==> src/rtl/intersection_scheduler_pkg.sv <==
// Shared types for the crossing scheduler.
// Light codes match the single-light FSM.
package traffic_pkg;

   localparam int CNT_W = 6;

   typedef logic [CNT_W-1:0] cnt_t;

   typedef enum logic [1:0] {
      RED     = 2'd0,
      YELLOW1 = 2'd1,
      GREEN   = 2'd2,
      YELLOW2 = 2'd3
   } light_t;

   typedef enum logic [2:0] {
      ALLRED_A   = 3'd0,
      MAIN_PREP  = 3'd1,
      MAIN_GREEN = 3'd2,
      MAIN_YEL   = 3'd3,
      ALLRED_B   = 3'd4,
      SIDE_PREP  = 3'd5,
      SIDE_GREEN = 3'd6,
      SIDE_YEL   = 3'd7
   } state_t;

   function automatic logic is_main_phase(state_t s);
      return (s == MAIN_PREP) || (s == MAIN_GREEN)
          || (s == MAIN_YEL);
   endfunction

   function automatic logic light_jump(light_t a, light_t b);
      return (a == GREEN && b == RED)
          || (a == RED && b == GREEN);
   endfunction

endpackage

==> src/rtl/intersection_scheduler_if.sv <==
// Signal bundle between the scheduler and the
// crossing: tick, requests in, lamp drives out.
interface intersection_scheduler_if;
   import traffic_pkg::*;

   logic   tick;
   logic   btn_ped;
   logic   sensor_side;
   light_t main_light;
   light_t side_light;
   logic   walk;
   logic   req_pending;
   cnt_t   sec_left;

   modport master (
      input  tick, btn_ped, sensor_side,
      output main_light, side_light, walk,
      output req_pending, sec_left
   );

   modport slave (
      output tick, btn_ped, sensor_side,
      input  main_light, side_light, walk,
      input  req_pending, sec_left
   );

endinterface

==> src/rtl/intersection_scheduler_sync_edge.sv <==
// Two-flop synchronizer for a raw async input.
// RISE=1 gives a one-clk rising-edge pulse.
module sync_edge #(
   parameter bit RISE = 1'b0
) (
   input  logic clk,
   input  logic res,
   input  logic din,
   output logic q
);

   logic s1, s2;

   // metastability filter
   always_ff @(posedge clk) begin
      if (!res) begin
         s1 <= 1'b0;
         s2 <= 1'b0;
      end else begin
         s1 <= din;
         s2 <= s1;
      end
   end

   if (RISE) begin : g_rise
      logic s3;

      // previous synchronized value for edge detect
      always_ff @(posedge clk) begin
         if (!res) s3 <= 1'b0;
         else      s3 <= s2;
      end

      assign q = s2 & ~s3;
   end else begin : g_level
      assign q = s2;
   end

endmodule

==> src/rtl/intersection_scheduler.sv <==
// Main/side crossing sequencer with pedestrian
// and side-vehicle request arbitration.
module intersection_scheduler
   import traffic_pkg::*;
#(
   parameter int T_MAIN_MIN = 10,
   parameter int T_MAIN_MAX = 40,
   parameter int T_SIDE     = 21,
   parameter int T_YEL      = 3,
   parameter int T_ALLRED   = 2
) (
   input logic                       clk,
   input logic                       res,
   intersection_scheduler_if.master  bus
);

   localparam cnt_t D_MIN = cnt_t'(T_MAIN_MIN);
   localparam cnt_t D_MAX = cnt_t'(T_MAIN_MAX);
   localparam cnt_t D_SID = cnt_t'(T_SIDE);
   localparam cnt_t D_YEL = cnt_t'(T_YEL);
   localparam cnt_t D_ALR = cnt_t'(T_ALLRED);
   localparam cnt_t ONE   = cnt_t'(1);

   state_t state, state_nxt;
   cnt_t   cnt, cnt_nxt;
   cnt_t   dur;
   logic   ped_req, ped_nxt;
   logic   side_req, side_nxt;
   logic   walk_grant, grant_nxt;
   logic   ped_rise, side_lvl;
   logic   req_any, phase_end, to_side;

   sync_edge #(.RISE(1'b1)) u_ped (
      .clk (clk),
      .res (res),
      .din (bus.btn_ped),
      .q   (ped_rise)
   );

   sync_edge #(.RISE(1'b0)) u_side (
      .clk (clk),
      .res (res),
      .din (bus.sensor_side),
      .q   (side_lvl)
   );

   assign req_any = ped_req | side_req;

   // nominal length of the current phase
   always_comb begin
      dur = D_YEL;
      case (state)
         ALLRED_A,
         ALLRED_B:   dur = D_ALR;
         MAIN_GREEN: dur = D_MAX;
         SIDE_GREEN: dur = D_SID;
         default:    dur = D_YEL;
      endcase
   end

   // phase sequencing and request latching
   always_comb begin
      state_nxt = state;
      cnt_nxt   = cnt;
      ped_nxt   = ped_req;
      side_nxt  = side_req;
      grant_nxt = walk_grant;
      phase_end = 1'b0;
      to_side   = 1'b0;

      if (state == MAIN_GREEN) begin
         phase_end = (cnt >= D_MIN - ONE && req_any)
                  || (cnt == D_MAX - ONE);
      end else begin
         phase_end = (cnt == dur - ONE);
      end

      if (bus.tick) begin
         if (phase_end) begin
            cnt_nxt = '0;
            case (state)
               ALLRED_A:   state_nxt = MAIN_PREP;
               MAIN_PREP:  state_nxt = MAIN_GREEN;
               MAIN_GREEN: state_nxt = MAIN_YEL;
               MAIN_YEL:   state_nxt = ALLRED_B;
               ALLRED_B:   state_nxt = SIDE_PREP;
               SIDE_PREP:  state_nxt = SIDE_GREEN;
               SIDE_GREEN: state_nxt = SIDE_YEL;
               SIDE_YEL:   state_nxt = ALLRED_A;
               default:    state_nxt = ALLRED_A;
            endcase
            to_side = (state == SIDE_PREP);
         end else begin
            cnt_nxt = cnt + ONE;
         end
      end

      if (ped_rise && state != SIDE_GREEN)
         ped_nxt = 1'b1;
      if (side_lvl && is_main_phase(state))
         side_nxt = 1'b1;

      // entering side green serves both requests
      if (to_side) begin
         grant_nxt = ped_req;
         ped_nxt   = 1'b0;
         side_nxt  = 1'b0;
      end
   end

   // state, counter and request registers
   always_ff @(posedge clk) begin
      if (!res) begin
         state      <= ALLRED_A;
         cnt        <= '0;
         ped_req    <= 1'b0;
         side_req   <= 1'b0;
         walk_grant <= 1'b0;
      end else begin
         state      <= state_nxt;
         cnt        <= cnt_nxt;
         ped_req    <= ped_nxt;
         side_req   <= side_nxt;
         walk_grant <= grant_nxt;
      end
   end

   // lamp decode straight from the state register
   always_comb begin
      bus.main_light = RED;
      bus.side_light = RED;
      case (state)
         MAIN_PREP:  bus.main_light = YELLOW1;
         MAIN_GREEN: bus.main_light = GREEN;
         MAIN_YEL:   bus.main_light = YELLOW2;
         SIDE_PREP:  bus.side_light = YELLOW1;
         SIDE_GREEN: bus.side_light = GREEN;
         SIDE_YEL:   bus.side_light = YELLOW2;
         default: begin
            bus.main_light = RED;
            bus.side_light = RED;
         end
      endcase
   end

   assign bus.walk        = (state == SIDE_GREEN)
                          & walk_grant;
   assign bus.req_pending = req_any;
   assign bus.sec_left    = dur - cnt;

   a_excl: assert property (
      @(posedge clk)
      bus.main_light == RED || bus.side_light == RED
   );

   a_main_step: assert property (
      @(posedge clk) $past(res) |->
      !light_jump($past(bus.main_light), bus.main_light)
   );

   a_side_step: assert property (
      @(posedge clk) $past(res) |->
      !light_jump($past(bus.side_light), bus.side_light)
   );

   a_walk: assert property (
      @(posedge clk)
      !bus.walk || bus.side_light == GREEN
   );

endmodule

==> src/flat_wrapper.sv <==
// flat-port wrapper written by rule: the top's interface ports become plain ports
module intersection_scheduler_flat import traffic_pkg::*;
#(
   parameter int T_MAIN_MIN = 10,
   parameter int T_MAIN_MAX = 40,
   parameter int T_SIDE     = 21,
   parameter int T_YEL      = 3,
   parameter int T_ALLRED   = 2
)
  (clk, res, bus_tick, bus_btn_ped, bus_sensor_side, bus_main_light, bus_side_light, bus_walk, bus_req_pending, bus_sec_left);
  intersection_scheduler_if bus_i ();
  input logic clk;
  input logic res;
  input wire logic [$bits(bus_i.tick)-1:0] bus_tick;
  input wire logic [$bits(bus_i.btn_ped)-1:0] bus_btn_ped;
  input wire logic [$bits(bus_i.sensor_side)-1:0] bus_sensor_side;
  output wire logic [$bits(bus_i.main_light)-1:0] bus_main_light;
  output wire logic [$bits(bus_i.side_light)-1:0] bus_side_light;
  output wire logic [$bits(bus_i.walk)-1:0] bus_walk;
  output wire logic [$bits(bus_i.req_pending)-1:0] bus_req_pending;
  output wire logic [$bits(bus_i.sec_left)-1:0] bus_sec_left;
  assign bus_i.tick = bus_tick;
  assign bus_i.btn_ped = bus_btn_ped;
  assign bus_i.sensor_side = bus_sensor_side;
  assign bus_main_light = bus_i.main_light;
  assign bus_side_light = bus_i.side_light;
  assign bus_walk = bus_i.walk;
  assign bus_req_pending = bus_i.req_pending;
  assign bus_sec_left = bus_i.sec_left;
  intersection_scheduler #(.T_MAIN_MIN(T_MAIN_MIN), .T_MAIN_MAX(T_MAIN_MAX), .T_SIDE(T_SIDE), .T_YEL(T_YEL), .T_ALLRED(T_ALLRED)) u_core (.clk(clk), .res(res), .bus(bus_i));
endmodule
==> config.mk <==
export PLATFORM = sky130hd
export DESIGN_NAME = intersection_scheduler_flat
export DESIGN_NICKNAME = d
export VERILOG_FILES = /design/src/rtl/intersection_scheduler_pkg.sv /design/src/rtl/intersection_scheduler_if.sv /design/src/rtl/intersection_scheduler_sync_edge.sv /design/src/rtl/intersection_scheduler.sv /design/src/flat_wrapper.sv
export SDC_FILE = /design/constraint.sdc
export NUM_CORES = 1
export LEC_CHECK = 0
export CORE_MARGIN = 2
export CORE_UTILIZATION = 62
export CTS_CLUSTER_SIZE = 8
export DETAILED_ROUTE_END_ITERATION = 7
export DONT_BUFFER_PORTS = 1
export GPL_TIMING_DRIVEN = 0
export PLACE_DENSITY = 0.78
export SETUP_SLACK_MARGIN = 0.5
export SYNTH_ARGS = -nofsm -noshare
export SYNTH_HDL_FRONTEND = slang
export SYNTH_SLANG_ARGS = --single-unit
export TNS_END_PERCENT = 50
==> constraint.sdc <==
create_clock -name clk -period 3.3 [get_ports clk]
set_input_delay 0.33 -clock clk [delete_from_list [all_inputs] [get_ports clk]]
set_output_delay 0.33 -clock clk [all_outputs]
set_load 0.02 [all_outputs]
# Word level (Yosys, flattened, before mapping)
# Memory sizes are Yosys's and may differ from the RTL's. A register that Yosys moved wholly into a read port is not among the register bits.
# Index checks and enable logic that the tools add are counted.
op_classes:
  add_sub_neg: 3
  order_cmp: 1
  eq_ne: 10
  muxes: 7
  bitwise: 5
  n_reduce_logical: 11
ops:
  columns: ["op", "count"]
  rows:
  - ["6-bit one-hot mux with 3 select lines", 1]
  - ["3-bit == test (second input constant)", 4]
  - ["2-bit one-hot mux with 3 select lines", 2]
  - ["6-bit by 1-bit adder with 6-bit output (second input constant)", 1]
  - ["3-bit by 2-bit == test with 1-bit output (second input constant)", 2]
  - ["6-bit == test", 1]
  - ["6-bit == test (second input constant)", 1]
  - ["6-bit by 4-bit greater-or-equal comparator with 1-bit output (second input constant)", 1]
  - ["6-bit two-way mux", 1]
  - ["6-bit by 1-bit subtractor with 6-bit output (second input constant)", 1]
  - ["6-bit subtractor", 1]
  - ["2-bit OR reduction", 2]
  - ["3-bit by 1-bit == test with 1-bit output (second input constant)", 1]
  - ["1-bit logical AND", 3]
  - ["3-bit zero test", 1]
  - ["1-bit logical OR", 3]
  - ["1-bit two-way mux", 3]
  - ["3-bit inequality test (second input constant)", 1]
  - ["1-bit bitwise AND", 2]
  - ["1-bit inverter", 2]
  - ["2-bit AND reduction", 1]
  - ["1-bit zero test", 1]
  - ["1-bit OR", 1]
totals:
  reg_bits: 14
  rom_bits: 24
  word_cells: 47
  mem_count: 1
mem_list:
  columns: ["name", "words", "width", "rd", "rd_clocked_by_memory_dff", "write_ports", "line", "text"]
  rows:
  - ["(name not given)", 8, 3, 1, 1, 0, "intersection_scheduler.sv:81", "case (state)"]

# Depth between registers and ports, before layout
# Gate-level depths: netlist of the first run.
depth:
  word_depth: 9
  mapped_depth: 10
  mapped_depth_nobuf: 10

# Cells and area by module
# From an unflattened synthesis of the first run, not the netlist that was laid out.
hier_totals:
  hier_cells: 144
  area_unflattened_um2: 1248.7
modules_own_cells:
  columns: ["mod", "n_inst", "cells_per_inst", "area_each_um2", "seq_area_each_um2"]
  rows:
  - ["intersection_scheduler", 1, 133, 1103.6, 240.2]
  - ["sync_edge at u_core.u_ped", 1, 7, 92.6, 60.1]
  - ["sync_edge at u_core.u_side", 1, 4, 52.6, 40.0]

# Worst setup path before layout of the first run
# OpenSTA, ideal clock, no wires.
synth_timing:
  kind: "reg2out"
  from: "register u_core.state[0]"
  to: "output port bus_sec_left[4]"
  arrival_ns: 2.253
  slack_ns: 0.717
  stages_incl_launch_ff: 10
  n_path_buf: 1
  cell_sequence: "dfxtp_1 -> inv_1 -> ha_1 -> buf_2 -> o21ai_0 -> ha_1 -> fa_1 -> a21boi_0 -> o31ai_1 -> xnor2_1"
synth_via:
  elab_chain_cells: 4
  word_cells_on_any_way: 7
synth_lines:
  columns: ["item", "line", "text"]
  rows:
  - ["start: declaration", "intersection_scheduler.sv:24", "state_t state, state_nxt;"]
  - ["3-bit == test or 3-bit zero test (tied branches)", "intersection_scheduler.sv:52", "case (state)"]
  - ["2-bit OR reduction", "intersection_scheduler.sv:52", null]
  - ["6-bit one-hot mux with 3 select lines (*)", "intersection_scheduler.sv:52", null]
  - ["6-bit subtractor (*)", "intersection_scheduler.sv:149", "assign bus.sec_left = dur - cnt;"]
  - ["end: declaration", "flat_wrapper.sv:21", "output wire logic [$bits(bus_i.sec_left)-1:0] bus_sec_left;"]
# Every way passes the cells marked *; elsewhere a longest branch is shown, timed or not.

# Worst setup path in the final report of the first run
# Ends and elaborated chain as after synthesis.

==> results of run 1 <==
==> flip-flops by register name, summed over array words and instances (netlist names) <==
register                flops
u_core.u_ped.s1             1
u_core.side_req             1
u_core.u_side.s1            1
u_core.u_ped.s2             1
u_core.ped_req              1
u_core.u_side.q             1
u_core.state                3
u_core.walk_grant           1
u_core.cnt                  6
u_core.u_ped.g_rise.s3      1
==> cell type report <==
cell class / instances / area [sq um]
Sequential cell: 17 / 348
Clock inverter: 1 / 7.51
Inverter: 14 / 52.6
Multi-Input combinational cell: 103 / 815
Buffer: 8 / 55.1
Tap cell: 25 / 31.3
Clock buffer: 3 / 22.5
Fill cell: 139 / 437
Timing Repair Buffer: 2 / 15.0
==> routing by layer <==
| metal | vias to the layer above | track usage (%) | share of wire [%] |
|---|---|---|---|
| li1 | 498 | - | - |
| met1 | 474 | 31.1 | 43 |
| met2 | 36 | 43.7 | 50 |
| met3 | 4 | 5.56 | 5.7 |
| met4 | 0 | 4.86 | 1.1 |
| met5 | - | 0 | 0 |
==> stage by stage <==
stage	util (%)	worst slack [ns]	power, W
after floorplan	-	0.717	0.000519
after global placement	69.5	0.556	0.000562
after detailed placement	69.5	0.488	0.000573
after CTS	73.6	0.530	0.000700
after global routing	75.5	0.484	0.000774
final	75.5	0.606	0.000720
==> final timing paths <==
kind | to | depth (start not counted)
max reg2reg | u_core.state[2] | 10
min | u_core.u_side.s1 | 1
max | bus_sec_left[4] | 9
min reg2reg | u_core.u_ped.s2 | 1
==> cells by family after synthesis <==
| group | Yosys count | share of synthesized area, % |
|---|---|---|
| and+or+nand+nor | 54 | 25.1 |
| AOI/OAI and AO/OA | 24 | 15.6 |
| buffers and inverters | 22 | 8.28 |
| DFF | 17 | 28.2 |
| adders and majority gates | 13 | 13.9 |
| xor gates and xnor gates | 9 | 6.52 |
| muxes | 3 | 2.48 |
==> layout by cell type (no fill, tap or decap), types with 2 or more instances in the layout <==
cell | synthesis | routed
a21oi_1 | 5 | 4
buf_4 | 0 | 2
nand2_1 | 11 | 11
dfxtp_1 | 17 | 15
o211ai_1 | 2 | 2
dfxtp_4 | 0 | 2
nor3b_1 | 3 | 2
xnor2_2 | 0 | 2
o21ai_0 | 4 | 3
and2_1 | 5 | 5
inv_2 | 1 | 2
ha_1 | 11 | 9
inv_1 | 13 | 12
clkbuf_1 | 4 | 3
xor2_1 | 3 | 3
and3_1 | 4 | 4
mux2i_1 | 3 | 3
xnor2_1 | 6 | 4
nand3_1 | 8 | 8
buf_6 | 2 | 3
nand2b_1 | 5 | 5
clkbuf_4 | 0 | 3
nor2b_1 | 3 | 3
o31ai_2 | 1 | 2
nand4_1 | 2 | 2
a31oi_1 | 3 | 3
nor2_1 | 7 | 7
o21ai_1 | 1 | 2
==> critical path: stages (launching register included) <==
cell and delay [ns]:
dfxtp_4 0.38, inv_2 0.09, ha_4 0.18, buf_6 0.14
o21ai_1 0.07, ha_2 0.21, fa_2 0.39, a21boi_0 0.23
o31ai_2 0.10, xnor2_2 0.27
==> where the power goes <==
| part | total [W] | leakage [nW] | internal, W | switching (W) |
|---|---|---|---|---|
| logic | 0.000356 | 0.395 | 0.000139 | 0.000218 |
| clock network | 0.000116 | 0.0139 | 0.0000461 | 0.0000701 |
| registers | 0.000247 | 0.140 | 0.000222 | 0.0000246 |
==> timing repair <==
item                       CTS  global route
gates cloned                 0             0
buffers inserted             2             0
pin swaps                    1             1
setup endpoints to repair    4             4
resized for setup            8            11
==> impl_results.rst, run 1 <==
.. list-table::
   :header-rows: 1

   * - Metric
     - Value
   * - Average via count per standard cell
     - 5.85
   * - Number of different library cells in the post-synthesis netlist
     - 41
   * - Gate count of the mapped netlist
     - 142
   * - Aggregate global routing overflow
     - 0
   * - Hold bufs inserted after CTS
     - 0
   * - Die boundary height
     - 48.2 um
   * - Final Hold Viols
     - 0
   * - Startpoint of the worst register-to-register path
     - u_core.state[0]
   * - Buffer type at the clock tree root
     - clkbuf_4
   * - Placed cell count
     - 167
   * - Transition at the pin with the smallest max-transition slack
     - 0.616 ns
   * - Final design area excluding fillers
     - 1350 sq um
   * - Nets@finish
     - 166
   * - Prevailing post-synth register cell
     - dfxtp_1
   * - FFs w/ async S/R, synth
     - 0%
   * - Clock slew seen by the registers of the worst setup and hold paths
     - 0.11 ns
   * - Area share of the largest cell type after synthesis
     - 28.2%
   * - Synthesized cell area
     - 1210 sq um
   * - Library cell with the highest instance count after synthesis
     - dfxtp_1
   * - Clock tree skew after final layout
     - 0.00135 ns
   * - Antenna violations before repair
     - 0
   * - Maximum number of pins on one net before global-route repair
     - 12
   * - Cell accounting for the most synthesized area
     - dfxtp_1
   * - Sequential fraction of the synthesis area
     - 28.2%
   * - FF-to-FF setup slack
     - 0.83 ns
   * - CP startpoint kind
     - flip-flop
   * - Diode count
     - 0
   * - CTS tree
     - done
   * - Number of vias after detailed routing
     - 1012
   * - I/O pin count
     - 17
   * - Drc violations
     - 0
   * - Clock latency on the worst-skew pair
     - 0.29 ns
   * - Synth top cells by count
     - 17 x dfxtp_1, 13 x inv_1, 11 x ha_1, 11 x nand2_1, 8 x nand3_1
   * - Critical Path Sink Type
     - primary output
   * - Detailed Place HPWL
     - 1830 um
   * - Fmax
     - 371 MHz
   * - CP Data Required Time
     - 2.97 ns
   * - RSZ-0062 raised after global routing
     - false
   * - Number of violations of the max-capacitance limit
     - 0
   * - Number of placement rows
     - 15
   * - Highest ir drop seen on vdd
     - 352 uV
   * - Final Critical Period
     - 2.69 ns
   * - Setup total negative slack
     - 0 ns
   * - First-pass GRT wire length
     - 4000 um
   * - Leading post-synthesis cells by cell area
     - dfxtp_1 28%, ha_1 11%, xnor2_1 4.3%
   * - Placeable core region
     - 1780 sq um
   * - Maximum root-to-sink buffer count
     - 2
   * - Total count of max-transition violations in the final report
     - 0
   * - Launching element of the worst setup path
     - u_core.state[0]
   * - Leakage
     - 0.549 nW
   * - Chip Width
     - 48.2 um
   * - Starting density of the core
     - 67.8%
   * - Total clock buffers created by CTS
     - 3
   * - Worst hold margin
     - 0.155 ns
   * - Area enclosed by the die boundary
     - 2320 sq um
   * - DP Area
     - 1240 sq um
   * - Remaining antenna violation count
     - 0
   * - Final clock period utilization by the worst path
     - 81.6%
   * - Deepest level of the CTS H-tree
     - 1
   * - Number of flip-flops and latches in the synthesized netlist
     - 17
   * - Detail-routed net length per standard cell
     - 14.7 um
   * - Number of enable flip-flop cells after synthesis
     - 0
   * - Cell area power density
     - 535 nW/um^2
   * - Outcome
     - completed
   * - Violation count after the first detailed-route iteration
     - 18
   * - Number of buffers added on ports
     - 0
   * - Number of global-route vias before repair
     - 931
   * - Crit path kind
     - flip-flop to primary output
   * - Mean area per synthesized cell
     - 8.51 sq um
   * - Class of the tightest hold or removal check
     - input pin to flip-flop
   * - Final Instance Count excl. Fillers
     - 173
   * - Critical path fanouts, max
     - 10
   * - Pre-antenna DRT Iters
     - 4
   * - Endpoint arrival time on the critical path
     - 2.36 ns
   * - Fraction of final layout cells with drive strength greater than 1
     - 19.6%
   * - Final estimated routing congestion in global placement
     - 0.921
   * - Final setup violation count
     - 0
   * - Area grow syn2layout
     - 11.4%
   * - HP Start
     - bus_sensor_side
   * - Number of clock sinks
     - 17
   * - Number of warnings reported in the yosys synthesis log
     - 0
   * - Total wire length
     - 2540 um
   * - Number of nets produced by synthesis
     - 159
   * - Tightest slew margin relative to the limit
     - 58.9%
   * - All-layer global routing usage
     - 24.8%
Power figures use the tool's default switching activity.
==> run 2, diff against run 1 <==
--- a/config.mk
+++ b/config.mk
@@ -6,12 +6,12 @@
 export NUM_CORES = 1
 export LEC_CHECK = 0
 export CORE_MARGIN = 2
-export CORE_UTILIZATION = 62
+export CORE_UTILIZATION = 56
 export CTS_CLUSTER_SIZE = 8
 export DETAILED_ROUTE_END_ITERATION = 7
 export DONT_BUFFER_PORTS = 1
 export GPL_TIMING_DRIVEN = 0
-export PLACE_DENSITY = 0.78
+export PLACE_DENSITY = 0.74
 export SETUP_SLACK_MARGIN = 0.5
 export SYNTH_ARGS = -nofsm -noshare
 export SYNTH_HDL_FRONTEND = slang
==> constraint.sdc (replaced) <==
create_clock -name clk -period 2.3 [get_ports clk]
set_input_delay 0.23 -clock clk [delete_from_list [all_inputs] [get_ports clk]]
set_output_delay 0.23 -clock clk [all_outputs]
set_load 0.02 [all_outputs]
==> impl_results.rst, run 2 (synthesis results as in run 1) <==
.. list-table::
   :header-rows: 1

   * - Metric
     - Value
   * - Placeable core region
     - 2000 sq um (+12%)
   * - Maximum root-to-sink buffer count
     - 2 (unchanged)
   * - Final clock period utilization by the worst path
     - 107%
   * - Detail-routed net length per standard cell
     - 17.1 um (+16%)
   * - CTS tree
     - done
   * - HP Start
     - bus_sensor_side
   * - Deepest level of the CTS H-tree
     - 1 (unchanged)
   * - DP Area
     - 1300 sq um (+4.6%)
   * - Destination of the worst hold path
     - u_core.u_side.s1
   * - Total clock buffers created by CTS
     - 3 (unchanged)
   * - CP Data Required Time
     - 2.07 ns (-0.90 ns)
   * - Chip Width
     - 50.5 um (+4.8%)
   * - Area enclosed by the die boundary
     - 2550 sq um (+9.8%)
   * - Pre-antenna DRT Iters
     - 5 (+1)
   * - Remaining antenna violation count
     - 0 (unchanged)
   * - Maximum number of pins on one net before global-route repair
     - 11 (-1)
   * - Most flop-heavy register
     - u_core.cnt
   * - Largest registers
     - u_core.cnt (6), u_core.state (3)
   * - CP startpoint kind
     - flip-flop
   * - Number of violations of the max-capacitance limit
     - 0 (unchanged)
   * - Fmax
     - 408 MHz
   * - Startpoint of the worst register-to-register path
     - u_core.state[0]
   * - Die boundary height
     - 50.5 um (+4.8%)
   * - Clock slew seen by the registers of the worst setup and hold paths
     - 0.11 ns (about the same)
   * - RSZ-0062 raised after global routing
     - true
   * - Most common cell after layout, fill and taps aside
     - dfxtp_1
   * - Area grow syn2layout
     - 35.2%
   * - Crit path kind
     - flip-flop to primary output
   * - Violation count after the first detailed-route iteration
     - 51 (+33)
   * - Final design area excluding fillers
     - 1630 sq um (+21%)
   * - Class of the tightest hold or removal check
     - input pin to flip-flop
   * - First-pass GRT wire length
     - 4850 um (+21%)
   * - Nets@finish
     - 177 (+6.6%)
   * - Final Critical Period
     - 2.45 ns
   * - Cell area power density
     - 805 nW/um^2 (+51%)
   * - Antenna violations before repair
     - 0 (unchanged)
   * - Setup total negative slack
     - -0.413 ns (-0.413 ns)
   * - Smallest setup slack after layout
     - -0.151 ns (-0.758 ns)
   * - Worst hold path depth
     - 1 (unchanged)
   * - Worst R2R End
     - u_core.cnt[3]
   * - Number of clock sinks
     - 17 (unchanged)
   * - Commonest cells after routing, fill and taps aside
     - 14 x dfxtp_1, 12 x buf_4, 11 x nand2_1
   * - Transition at the pin with the smallest max-transition slack
     - 0.474 ns (-0.142 ns)
   * - Global-route met2 utilization
     - 43.6% (-0.044 points)
   * - Buffer type at the clock tree root
     - clkbuf_4
   * - Outcome
     - complete, but fails checks
   * - Final Hold Viols
     - 0 (unchanged)
   * - Met1 track demand over resource in global routing
     - 32.2% (+1.2 points)
   * - Worst-case setup slack after placement
     - -0.158 ns (-0.646 ns)
   * - Number of vias after detailed routing
     - 1097 (+8.4%)
   * - Diode count
     - 0 (unchanged)
   * - Number of flip-flops in the largest register
     - 6 (unchanged)
   * - Final estimated routing congestion in global placement
     - 0.921 (about the same)
   * - Leakage
     - 0.645 nW (+17%)
   * - Total count of max-transition violations in the final report
     - 0 (unchanged)
   * - M3 GR Usage
     - 2.98% (-2.6 points)
   * - Number of global-route vias before repair
     - 1042 (+12%)
   * - Drc violations
     - 0 (unchanged)
   * - I/O pin count
     - 17 (unchanged)
   * - R2R cell count
     - 10 (unchanged)
   * - All-layer global routing usage
     - 24.7% (-0.16 points)
   * - Average via count per standard cell
     - 5.90 (+0.82%)
   * - Number of fillers in the final layout
     - 121 (-13%)
   * - Aggregate global routing overflow
     - 0 (unchanged)
   * - Critical Path Sink Type
     - primary output
   * - Critical path fanouts, max
     - 3 (-7)
   * - Fraction of final layout cells with drive strength greater than 1
     - 42.1% (+23 points)
   * - Endpoint arrival time on the critical path
     - 2.22 ns (-0.14 ns)
   * - Layer with the highest usage
     - met2
   * - Number of placement rows
     - 16 (+1)
   * - Clock tree skew after final layout
     - 0.0121 ns (+0.0108 ns)
   * - Clock latency on the worst-skew pair
     - 0.29 ns (about the same)
   * - Tightest slew margin relative to the limit
     - 68.4% (+9.5 points)
   * - Highest ir drop seen on vdd
     - 596 uV (+69%)
   * - Violated checks
     - negative setup slack
   * - Number of buffers added on ports
     - 0 (unchanged)
   * - Starting density of the core
     - 60.4% (-7.4 points)
   * - FF-to-FF setup slack
     - -0.01 ns (-0.84 ns)
   * - Total wire length
     - 3180 um (+25%)
   * - Final setup violation count
     - 5 (+5)
   * - Detailed Place HPWL
     - 1870 um (+1.8%)
-- run 2: layout make-up --
class / count / area, sq um / area share [%]
repair buffers: 13 / 101 / 6.20
well taps: 27 / 33.8 / 2.07
inverters: 14 / 65.1 / 3.98
clock buffers: 3 / 22.5 / 1.38
clock inverters: 1 / 5.00 / 0.306
flip-flops and latches: 17 / 349 / 21.4
plain buffers: 8 / 61.3 / 3.75
multi-input cells: 103 / 996 / 60.9
-- run 2: report_power, final --
| part | internal, W | switching [W] | leakage, nW | total, W |
|---|---|---|---|---|
| sequential | 0.000320 | 0.0000394 | 0.140 | 0.000359 |
| combinational | 0.000365 | 0.000431 | 0.487 | 0.000796 |
| clock | 0.0000645 | 0.0000960 | 0.0177 | 0.000161 |
-- run 2: how the worst max path moves through the flow --
| stage | start | endpoint | slack (ns) | cells past startpoint |
|---|---|---|---|---|
| after floorplan | u_core.state[0] | u_core.state[2] | 0.11 | 10 |
| after global placement | u_core.state[2] | u_core.state[1] | -0.13 | 9 |
| after detailed placement | u_core.state[2] | u_core.state[1] | -0.16 | 9 |
| after CTS | u_core.state[0] | bus_sec_left[4] | -0.10 | 10 |
| after global routing | u_core.state[0] | bus_sec_left[5] | -0.21 | 9 |
| final | u_core.state[0] | bus_sec_left[4] | -0.15 | 10 |
-- run 2: timing repair --
item	4_1_cts	5_1_grt
setup buffers	6	7
setup endpoints to repair	21	21
hold buffers	0	0
resized for setup	30	17
gates cloned	0	0
pin swaps	14	8
-- run 2: routing by layer --
| metal | wire [um] | vias to the layer above |
|---|---|---|
| li1 | - | 519 |
| met1 | 1340 | 517 |
| met2 | 1600 | 47 |
| met3 | 136 | 14 |
| met4 | 100 | 0 |
| met5 | 0 | - |
-- run 2: critical path: stages (launching register included) --
cell and delay [ns]:
dfxtp_4 0.38, inv_6 0.07, ha_4 0.16, buf_8 0.11, o21ai_4 0.06, ha_4 0.16
fa_2 0.37, nor3b_2 0.19, o21ai_1 0.09, o31ai_2 0.12, xnor2_2 0.21
-- run 2: through the flow --
stage	util, %	hold slack, ns	total power [W]	std cells
floorplan	-	0.357	0.000782	142
global placement	64.8	0.361	0.000849	169
detailed placement	64.8	0.360	0.000860	169
CTS	75.2	0.0569	0.00117	179
global route	81.6	0.0520	0.00139	186
finish	81.6	0.0683	0.00132	186
==> run 3, diff against run 2 <==
--- a/config.mk
+++ b/config.mk
@@ -15,5 +15,6 @@
 export SETUP_SLACK_MARGIN = 0.5
 export SYNTH_ARGS = -nofsm -noshare
 export SYNTH_HDL_FRONTEND = slang
+export SYNTH_HIERARCHICAL = 1
 export SYNTH_SLANG_ARGS = --single-unit
 export TNS_END_PERCENT = 50
==> impl_results.rst, run 3 <==
.. list-table::
   :header-rows: 1

   * - Metric
     - Value
   * - Outcome
     - complete, but fails checks
   * - Violated checks
     - negative setup slack
   * - Starting density of the core
     - 57.6% (-2.8 points)
   * - Nets@finish
     - 177 (unchanged)
   * - Library cell with the highest instance count after synthesis
     - dfxtp_1
   * - First-pass GRT wire length
     - 4570 um (-5.7%)
   * - Number of fillers in the final layout
     - 158 (+31%)
   * - Detailed Place HPWL
     - 1950 um (+4.6%)
   * - Deepest level of the CTS H-tree
     - 1 (unchanged)
   * - Aggregate global routing overflow
     - 0 (unchanged)
   * - Total clock buffers created by CTS
     - 3 (unchanged)
   * - Total wire length
     - 2840 um (-11%)
   * - All-layer global routing usage
     - 23.5% (-1.2 points)
   * - Commonest cells after routing, fill and taps aside
     - 13 x dfxtp_1, 11 x nand2_1, 11 x buf_4
   * - CP Data Required Time
     - 2.07 ns (about the same)
   * - Hold bufs inserted after CTS
     - 0 (unchanged)
   * - Sequential fraction of the synthesis area
     - 27.3% (-0.90 points)
   * - Die boundary height
     - 51.2 um (+1.5%)
   * - CP startpoint kind
     - flip-flop
   * - Gate count of the mapped netlist
     - 144 (+1.4%)
   * - Chip Width
     - 51.2 um (+1.5%)
   * - Endpoint arrival time on the critical path
     - 2.32 ns (+0.10 ns)
   * - Highest ir drop seen on vdd
     - 596 uV (about the same)
   * - CTS tree
     - done
   * - Average via count per standard cell
     - 5.75 (-2.5%)
   * - Critical path fanouts, max
     - 3 (unchanged)
   * - Clock tree skew after final layout
     - 0.00574 ns (-0.00640 ns)
   * - Final estimated routing congestion in global placement
     - 0.897 (-2.6%)
   * - RSZ-0062 raised after global routing
     - true
   * - Crit path kind
     - flip-flop to primary output
   * - Tightest slew margin relative to the limit
     - 71.8% (+3.4 points)
   * - Maximum root-to-sink buffer count
     - 2 (unchanged)
   * - Final clock period utilization by the worst path
     - 111% (+4.5 points)
   * - Cell area power density
     - 787 nW/um^2 (-2.2%)
   * - Leakage
     - 0.641 nW (-0.61%)
   * - Buffer type at the clock tree root
     - clkbuf_4
   * - Power consumption
     - 0.00128 W (-3.0%)
   * - Fraction of final layout cells with drive strength greater than 1
     - 39.6% (-2.5 points)
   * - Fmax
     - 392 MHz (-4.0%)
   * - Smallest setup slack after layout
     - -0.254 ns (-0.102 ns)
   * - Number of flip-flops in the largest register
     - 6 (unchanged)
   * - Number of global-route vias before repair
     - 988 (-5.2%)
   * - Detail-routed net length per standard cell
     - 15.2 um (-11%)
   * - Number of nets produced by synthesis
     - 161 (+1.3%)
   * - Leading post-synthesis cells by cell area
     - dfxtp_1 27%, ha_1 11%, xnor2_1 5.6%
   * - Synthesized cell area
     - 1250 sq um (+3.3%)
   * - Largest registers
     - u_core/cnt (6), u_core/state (3)
   * - Most common cell after layout, fill and taps aside
     - dfxtp_1
   * - Worst hold margin
     - 0.0478 ns (-0.0206 ns)
   * - Mean area per synthesized cell
     - 8.67 sq um (+1.9%)
   * - FFs w/ async S/R, synth
     - 0% (unchanged)
   * - Remaining antenna violation count
     - 0 (unchanged)
   * - Clock slew seen by the registers of the worst setup and hold paths
     - 0.11 ns (about the same)
   * - Area share of the largest cell type after synthesis
     - 27.3% (-0.90 points)
   * - Number of clock sinks
     - 17 (unchanged)
   * - Cell accounting for the most synthesized area
     - dfxtp_1
   * - Drc violations
     - 0 (unchanged)
   * - Placeable core region
     - 2170 sq um (+8.4%)
   * - Maximum number of pins on one net before global-route repair
     - 12 (+1)
   * - Number of violations of the max-capacitance limit
     - 0 (unchanged)
   * - Pre-antenna DRT Iters
     - 4 (-1)
   * - Final setup violation count
     - 4 (-1)
   * - Area enclosed by the die boundary
     - 2620 sq um (+3.1%)
   * - Number of buffers added on ports
     - 0 (unchanged)
   * - Clock latency on the worst-skew pair
     - 0.30 ns (about the same)
   * - Most flop-heavy register
     - u_core/cnt
   * - Transition at the pin with the smallest max-transition slack
     - 0.422 ns (-0.0522 ns)
   * - Number of placement rows
     - 17 (+1)
   * - Violation count after the first detailed-route iteration
     - 10 (-80%)
   * - Number of flip-flops and latches in the synthesized netlist
     - 17 (unchanged)
   * - Diode count
     - 0 (unchanged)
   * - Antenna violations before repair
     - 0 (unchanged)
   * - Class of the tightest hold or removal check
     - input pin to flip-flop
   * - Final Instance Count excl. Fillers
     - 187 (+0.54%)
   * - Number of warnings reported in the yosys synthesis log
     - 6 (+6)
   * - Prevailing post-synth register cell
     - dfxtp_1
   * - Final Critical Period
     - 2.55 ns (+0.102 ns)
   * - Critical Path Sink Type
     - primary output
   * - Placed cell count
     - 172 (+1.8%)
   * - Area grow syn2layout
     - 29.9%
   * - Number of enable flip-flop cells after synthesis
     - 0 (unchanged)
   * - Number of different library cells in the post-synthesis netlist
     - 40 (-2.4%)
   * - Synth top cells by count
     - 17 x dfxtp_1, 12 x nand2_1, 11 x ha_1
   * - I/O pin count
     - 17 (unchanged)
   * - Final Hold Viols
     - 0 (unchanged)
   * - Total count of max-transition violations in the final report
     - 0 (unchanged)
   * - Number of vias after detailed routing
     - 1075 (-2.0%)
-- run 3: cell types whose count changed in the layout (fill, tap and decap cells not counted), moves of 3 or more --
cell	change
and3_4	-3
a31oi_1	-3
nand3_2	-3
nand4_1	+6
clkbuf_8	+3
inv_1	-3
-- run 3: worst max-delay path, cell delays in order (launching register included) --
cell and delay [ns]:
dfxtp_4 0.38, inv_4 0.04, ha_4 0.16, clkinv_4 0.06, nor2_4 0.04, a21o_1 0.18
ha_4 0.17, fa_2 0.39, buf_4 0.16, xor2_2 0.15, xnor2_2 0.29
-- run 3: final cells by class --
cell class / instances / area (sq um) / share of cell area, %
tap: 28 / 35.0 / 2.16
timing repair buffer: 11 / 82.6 / 5.09
buffer: 8 / 76.3 / 4.71
sequential: 17 / 353 / 21.8
clock inverter: 1 / 6.26 / 0.386
clock buffer: 3 / 22.5 / 1.39
multi-input combinational: 109 / 1000 / 61.7
inverter: 10 / 45.0 / 2.78
-- run 3: report_power, final --
group	switching (W)	total, W	leakage, nW	internal [W]
Sequential	0.0000373	0.000364	0.141	0.000326
Clock	0.000106	0.000173	0.0183	0.0000673
Combinational	0.000413	0.000740	0.482	0.000327
-- run 3: metal layers --
metal	GRT usage (%)	wire length, um
met5	0	0
met4	7.89	30
met3	2.63	81
met2	42.6	1430
met1	28.6	1290
-- run 3: timing repair --
| item | 4_1_cts | 5_1_grt |
|---|---|---|
| buffers inserted | 9 | 2 |
| cloned | 0 | 0 |
| resized for setup | 12 | 16 |
| pin swaps | 10 | 15 |
| setup endpoints to repair | 19 | 22 |
-- run 3: cell families after synthesis --
logic type	share of synthesized area, %
xor gates and xnor gates	7.01
DFF	27.3
muxes	1.60
buffers and inverters	9.12
adders and majority gates	13.4
AOI/OAI and AO/OA	15.3
and+or+nand+nor	26.3
-- run 3: metrics by stage --
stage               util, %  TNS (ns)  setup WS, ns  instance area (sq um)
finish                 74.7    -0.653        -0.254                   1620
global route           74.7     -1.01        -0.332                   1620
CTS                    71.7    -0.641        -0.231                   1560
detailed placement     64.8         0       0.00550                   1410
global placement       64.8         0        0.0439                   1410
floorplan                 -         0         0.134                   1370
-- run 3: final timing paths --
kind              startpoint         endpoint  slack, ns  cells after the start
max          u_core/state[0]  bus_sec_left[2]      -0.25                     10
min                      res  u_core/u_side/q       0.05                      1
max reg2reg  u_core/state[0]    u_core/cnt[5]       0.32                     10
min reg2reg  u_core/u_ped/s1  u_core/u_ped/s2       0.44                      1
